==> src/rtl/xmit_pkg.sv <==
// Shared types and control-block layout for the transmit priority scheduler.
package xmit_pkg;

    localparam int CTRL_W     = 24;
    localparam int LEN_W      = 12;
    localparam int LEN_LSB    = 0;
    localparam int LENCHK_LSB = 12;

    typedef enum logic [2:0] {
        ST_IDLE,
        ST_LOAD,
        ST_XFER,
        ST_DISCARD,
        ST_IFG
    } state_t;

endpackage

==> src/rtl/xmit_ctrl_check.sv <==
// Combinational decode of a 24-bit control block: frame length plus
// validity (redundant length copy matches, length within legal bounds).
module xmit_ctrl_check
    import xmit_pkg::*;
#(
    parameter int MIN_LEN = 64,
    parameter int MAX_LEN = 1518
) (
    input  logic [CTRL_W-1:0] ctrl,
    output logic [LEN_W-1:0]  len,
    output logic              valid
);

    logic [LEN_W-1:0] len_chk;

    assign len     = ctrl[LEN_LSB +: LEN_W];
    assign len_chk = ctrl[LENCHK_LSB +: LEN_W];
    assign valid   = (len_chk == len)
                   && (len >= LEN_W'(MIN_LEN))
                   && (len <= LEN_W'(MAX_LEN));

endmodule

==> src/rtl/xmit_prio_sched.sv <==
// Frame-level transmit scheduler: strict hi/lo priority arbitration, control
// block validation, byte streaming with inter-frame gap, and drain of bad frames.
// Optional starvation guard for low priority: define XMIT_STARVE_GUARD_EN.
module xmit_prio_sched
    import xmit_pkg::*;
#(
    parameter int MIN_LEN      = 64,
    parameter int MAX_LEN      = 1518,
    parameter int IFG_CYCLES   = 12,
    parameter int MAX_HI_BURST = 4
) (
    input  logic              clk_sys,
    input  logic              reset,
    input  logic              hi_ctrl_valid,
    input  logic [CTRL_W-1:0] hi_ctrl,
    output logic              hi_ctrl_pop,
    input  logic [7:0]        hi_data,
    output logic              hi_data_rd,
    input  logic              lo_ctrl_valid,
    input  logic [CTRL_W-1:0] lo_ctrl,
    output logic              lo_ctrl_pop,
    input  logic [7:0]        lo_data,
    output logic              lo_data_rd,
    output logic [7:0]        tx_data,
    output logic              tx_valid,
    input  logic              tx_ready,
    output logic              tx_sof,
    output logic              tx_eof,
    output logic              m_discard_en,
    output logic              cur_prio,
    output logic              busy
);

    localparam int IFG_W = 16;

    state_t           state_reg, state_next;
    logic             sel_reg, sel_next;
    logic             cur_prio_reg, cur_prio_next;
    logic [LEN_W-1:0] remain_reg, remain_next;
    logic             sof_reg, sof_next;
    logic [IFG_W-1:0] ifg_reg, ifg_next;

    logic             grant_hi;
    logic [CTRL_W-1:0] ctrl_head;
    logic [LEN_W-1:0] ctrl_len;
    logic             ctrl_ok;
    logic [7:0]       data_head;

    // sel_reg remembers the queue chosen in IDLE; everything after muxes on it
    assign ctrl_head = sel_reg ? hi_ctrl : lo_ctrl;
    assign data_head = sel_reg ? hi_data : lo_data;

    xmit_ctrl_check #(
        .MIN_LEN (MIN_LEN),
        .MAX_LEN (MAX_LEN)
    ) u_ctrl_check (
        .ctrl  (ctrl_head),
        .len   (ctrl_len),
        .valid (ctrl_ok)
    );

`ifdef XMIT_STARVE_GUARD_EN
    logic [15:0] streak_reg, streak_next;

    assign grant_hi = hi_ctrl_valid
                    && !(lo_ctrl_valid && (streak_reg == 16'(MAX_HI_BURST)));

    always_comb begin
        streak_next = streak_reg;
        if (state_reg == ST_IDLE) begin
            if (!lo_ctrl_valid)
                streak_next = '0;
            else if (grant_hi)
                streak_next = streak_reg + 16'd1;
            else
                streak_next = '0;
        end
    end

    always_ff @(posedge clk_sys) begin
        if (reset)
            streak_reg <= '0;
        else
            streak_reg <= streak_next;
    end
`else
    assign grant_hi = hi_ctrl_valid;
`endif

    always_comb begin
        state_next    = state_reg;
        sel_next      = sel_reg;
        cur_prio_next = cur_prio_reg;
        remain_next   = remain_reg;
        sof_next      = sof_reg;
        ifg_next      = ifg_reg;
        hi_ctrl_pop   = 1'b0;
        lo_ctrl_pop   = 1'b0;
        hi_data_rd    = 1'b0;
        lo_data_rd    = 1'b0;
        tx_valid      = 1'b0;
        tx_data       = 8'h00;
        tx_sof        = 1'b0;
        tx_eof        = 1'b0;
        m_discard_en  = 1'b0;
        unique case (state_reg)
            ST_IDLE: begin
                if (hi_ctrl_valid || lo_ctrl_valid) begin
                    sel_next   = grant_hi;
                    state_next = ST_LOAD;
                end
            end
            ST_LOAD: begin
                hi_ctrl_pop   = sel_reg;
                lo_ctrl_pop   = !sel_reg;
                cur_prio_next = sel_reg;
                remain_next   = ctrl_len;
                sof_next      = 1'b1;
                if (ctrl_ok)
                    state_next = ST_XFER;
                else if (ctrl_len != '0)
                    state_next = ST_DISCARD;
                else
                    state_next = ST_IDLE;
            end
            ST_XFER: begin
                tx_valid = 1'b1;
                tx_data  = data_head;
                tx_sof   = sof_reg;
                tx_eof   = (remain_reg == LEN_W'(1));
                if (tx_ready) begin
                    hi_data_rd  = sel_reg;
                    lo_data_rd  = !sel_reg;
                    remain_next = remain_reg - LEN_W'(1);
                    sof_next    = 1'b0;
                    if (remain_reg == LEN_W'(1)) begin
                        if (IFG_CYCLES == 0) begin
                            state_next = ST_IDLE;
                        end else begin
                            state_next = ST_IFG;
                            ifg_next   = IFG_W'(IFG_CYCLES - 1);
                        end
                    end
                end
            end
            ST_DISCARD: begin
                m_discard_en = 1'b1;
                hi_data_rd   = sel_reg;
                lo_data_rd   = !sel_reg;
                remain_next  = remain_reg - LEN_W'(1);
                if (remain_reg == LEN_W'(1))
                    state_next = ST_IDLE;
            end
            ST_IFG: begin
                if (ifg_reg == '0)
                    state_next = ST_IDLE;
                else
                    ifg_next = ifg_reg - IFG_W'(1);
            end
            default: state_next = ST_IDLE;
        endcase
    end

    always_ff @(posedge clk_sys) begin
        if (reset) begin
            state_reg    <= ST_IDLE;
            sel_reg      <= 1'b0;
            cur_prio_reg <= 1'b0;
            remain_reg   <= '0;
            sof_reg      <= 1'b0;
            ifg_reg      <= '0;
        end else begin
            state_reg    <= state_next;
            sel_reg      <= sel_next;
            cur_prio_reg <= cur_prio_next;
            remain_reg   <= remain_next;
            sof_reg      <= sof_next;
            ifg_reg      <= ifg_next;
        end
    end

    assign cur_prio = cur_prio_reg;
    assign busy     = (state_reg != ST_IDLE);

endmodule

==> config.mk <==
export PLATFORM = sky130hd
export DESIGN_NAME = xmit_prio_sched
export DESIGN_NICKNAME = d
export VERILOG_FILES = /design/src/rtl/xmit_pkg.sv /design/src/rtl/xmit_ctrl_check.sv /design/src/rtl/xmit_prio_sched.sv
export SDC_FILE = /design/constraint.sdc
export NUM_CORES = 1
export LEC_CHECK = 0
export ABC_AREA = 1
export CORE_UTILIZATION = 53
export CTS_BUF_LIST = sky130_fd_sc_hd__clkbuf_8
export DETAILED_ROUTE_END_ITERATION = 16
export PLACE_DENSITY = 0.84
export SLEW_MARGIN = 40
export SYNTH_ARGS = -nofsm -noshare
export SYNTH_HDL_FRONTEND = slang
export SYNTH_SLANG_ARGS = --single-unit
==> constraint.sdc <==
create_clock -name clk_sys -period 3.1 [get_ports clk_sys]
set_input_delay 0.62 -clock clk_sys [delete_from_list [all_inputs] [get_ports clk_sys]]
set_output_delay 0.62 -clock clk_sys [all_outputs]
set_load 0.005 [all_outputs]
==> impl_metrics.py <==
metrics = {
    "run_status": {
        "status": "finished, final reports clean",
    },
    "worst_setup_path": {
        "reg2reg_from": "state_reg[1]",
        "cp_common_cell": "clkdlybuf4s50_1",
        "cp-start-kind": "input pin",
        "r2r_setup_slack_ps": 1130,
        "critPathMaxStageDelay_ps": 560,
        "cp_slowest_cell": "clkdlybuf4s50_1",
        "crit_chain": "clkdlybuf4s50_1 -> o21ai_0 -> nor2_1 -> clkdlybuf4s50_1",
        "cp_num_buf_inv": 2,
        "cp.required_ps": 2480,
        "cp_max_fo": 4,
        "r2r_end": "remain_reg[8]",
        "end_kind": "output pin",
        "path_delay_family": "buffers and inverters",
        "critical_path_class": "in -> out",
        "critPathArrivalTime_ps": 1990,
        "reg2regPathDepth": 9,
    },
    "cts": {
        "cts_tree": "done",
        "holdBufCountCts": 0,
        "cts.htree.levels": 2,
        "clk_latency_ps": 290,
        "cts.clk_slew.worst_paths_ps": 80,
        "cts_root_buf": "clkbuf_8",
        "cts_buffers": 5,
        "cts_setup_buffers": 0,
        "cts_resized": 0,
        "cts_max_path_buffers": 2,
        "clock_sinks": 34,
    },
    "final_layout": {
        "drive_gt1_share_pct": 4.20,
        "area_delta_synth_final_pct": 34.5,
        "largest_reg_flops": 16,
        "antennaDiodeCount": 0,
        "nets": 691,
    },
    "routing": {
        "avgViaCountPerCell": 5.22,
        "route.detailed.drc": 0,
        "vias": 3596,
        "wirelength_um": 8670,
        "drtIter0Drc": 220,
        "avgRoutedWirePerCell_um": 12.6,
        "ant_nets": 0,
        "dr.pass1.iters": 5,
    },
    "hold_path": {
        "hold_path_class": "reg -> reg",
        "min_to": "ifg_reg[14]",
        "hold_start": "ifg_reg[14]",
        "hold_depth": 2,
    },
    "global_route": {
        "grt_pass1_vias": 3140,
        "antenna_found_initial": 0,
        "grt_pass1_wl_um": 14300,
        "grt_usage_pct": 29.5,
        "grt-ovfl-total": 0,
        "grt_max_degree": 27,
    },
    "synthesis": {
        "seq_area_frac_synth_pct": 23.0,
        "postSynthCellCount": 538,
        "synthDistinctLibCells": 35,
        "ys_async_sr_fraction_pct": 0,
        "ys_ff_latch": 34,
        "synth_edf_count": 0,
        "netlist_area_mm2": 0.00296,
        "synth-warning-count": 0,
        "syn_area_per_cell_um2": 5.50,
        "synth_nets": 611,
        "ys.flop_type": "dfxtp_1",
    },
    "sta": {
        "finalHoldViolations": 0,
        "fin_hold_ws_ps": 481,
        "max_clock_freq_ghz": 0.384,
        "fin_skew_ps": 7.80,
        "finalSetupTns_ps": 0,
        "period_share_pct": 84.1,
        "setup_viol": 0,
        "worst_pin_slew_ps": 584,
        "period_needed_ps": 2610,
        "slew_viol_final": 0,
        "rsz0062_at_grt": "no",
        "slew_headroom_pct": 60.7,
    },
    "die": {
        "die-area_mm2": 0.00588,
        "fp.dieH_um": 76.7,
        "start_util_pct": 56.5,
        "io_pins": 87,
        "fp-row-count": 26,
        "die_w_um": 76.7,
        "core-area_mm2": 0.00524,
    },
    "power_and_ir_drop": {
        "power.density_mw_per_mm2": 498,
        "vdd_drop_max_mv": 0.512,
        "leakagePower_nw": 1.95,
    },
    "placement": {
        "dpl.hpwl_um": 6420,
        "finalWeightedCongestion": 0.909,
        "io_buffers": 86,
    },
    "run": {
        "maxCapViolCount": 0,
    },
}
-- where the power goes --
group / switching [mW] / leakage (nW) / internal, mW
clock network: 0.178 / 0.0683 / 0.322
registers: 0.0564 / 0.278 / 0.497
logic: 0.548 / 1.61 / 0.378
total: 0.783 / 1.95 / 1.20
-- per-stage QoR --
stage / total power, mW / setup WS, ps / cell area (um2) / cells / util (%)
final: 1.98 / 493 / 3980 / 689 / 76.0
after detailed placement: 1.46 / 500 / 3840 / 681 / 73.3
after floorplan: 1.16 / 1340 / 2960 / 538 / -
after global placement: 1.44 / 505 / 3840 / 681 / 73.3
after CTS: 1.97 / 498 / 3980 / 689 / 76.0
after global routing: 2.12 / 345 / 3980 / 689 / 76.0
-- final cells by class --
class | instances | area (um2)
Clock buffer | 5 | 68.8
Clock inverter | 3 | 68.8
Fill cell | 432 | 1260
Inverter | 71 | 267
Multi-Input combinational cell | 415 | 1910
Sequential cell | 34 | 681
Tap cell | 70 | 87.6
Timing Repair Buffer | 91 | 898
-- logic make-up after synthesis --
group                    count (synthesis)  synth area share, %
AND/OR/NAND/NOR                        316                 44.2
buffers and inverters                   89                 12.5
AO/OA/AOI/OAI                           83                 15.1
flip-flops                              34                 23.0
adder cells (fa/ha/maj)                  4                 1.69
XOR/XNOR                                12                 3.55
-- cells in the mapped netlist (2+ instances only) --
library cell | instances | area (um2)
buf_2 | 7 | 35.0
buf_1 | 2 | 7.51
nand4_1 | 8 | 50.1
a21o_1 | 2 | 15.0
nor3_1 | 5 | 25.0
nand2_2 | 3 | 18.8
a211oi_1 | 2 | 15.0
dfxtp_1 | 34 | 681
clkbuf_1 | 5 | 18.8
nor2_1 | 61 | 229
o21ai_0 | 30 | 150
ha_1 | 4 | 50.1
xor2_1 | 7 | 61.3
a21oi_1 | 40 | 200
nand3_1 | 24 | 120
o211ai_1 | 3 | 22.5
inv_1 | 67 | 251
inv_2 | 4 | 15.0
o22ai_1 | 2 | 12.5
nand2_1 | 208 | 781
xnor2_1 | 5 | 43.8
buf_4 | 2 | 15.0
-- routing by layer --
layer / up-vias / global-route usage (%) / share of wire, %
met5: - / 0 / 0
met4: 0 / 5.96 / 0.75
met3: 8 / 5.71 / 8.7
met1: 1593 / 38.4 / 46
met2: 156 / 50.4 / 45
li1: 1839 / - / -
-- worst register-to-register path, delay by kind of cell, from the launching register on --
| kind | cells | cell delay (ps) |
|---|---|---|
| AO/OA/AOI/OAI | 2 | 360 |
| buffers and inverters | 3 | 550 |
| flip-flops | 1 | 440 |
| AND/OR/NAND/NOR | 4 | 520 |
-- layout by cell type, fill, tap and decap left out, drive strengths merged, types with 7 or more instances in the layout --
cell           synthesis  layout
a21oi                 41      41
clkdlybuf4s50          0      86
dfxtp                 34      34
inv                   71      71
nand2                212     212
nand3                 24      24
nand4                  8       8
nor2                  62      62
nor3                   7       7
o21ai                 30      30
xor2                   7       7
-- worst max-delay path by stage --
stage            startpoint          end  slack [ps]  cells past startpoint
2_1_floorplan       sel_reg   tx_data[0]        1340                      5
3_3_place_gp       tx_ready   lo_data_rd         510                      4
3_5_place_dp       tx_ready   hi_data_rd         500                      4
4_1_cts            tx_ready   hi_data_rd         500                      4
5_1_grt        state_reg[0]  lo_ctrl_pop         350                      5
6_report           tx_ready   hi_data_rd         490                      4
(Power assumes the default switching activity.)
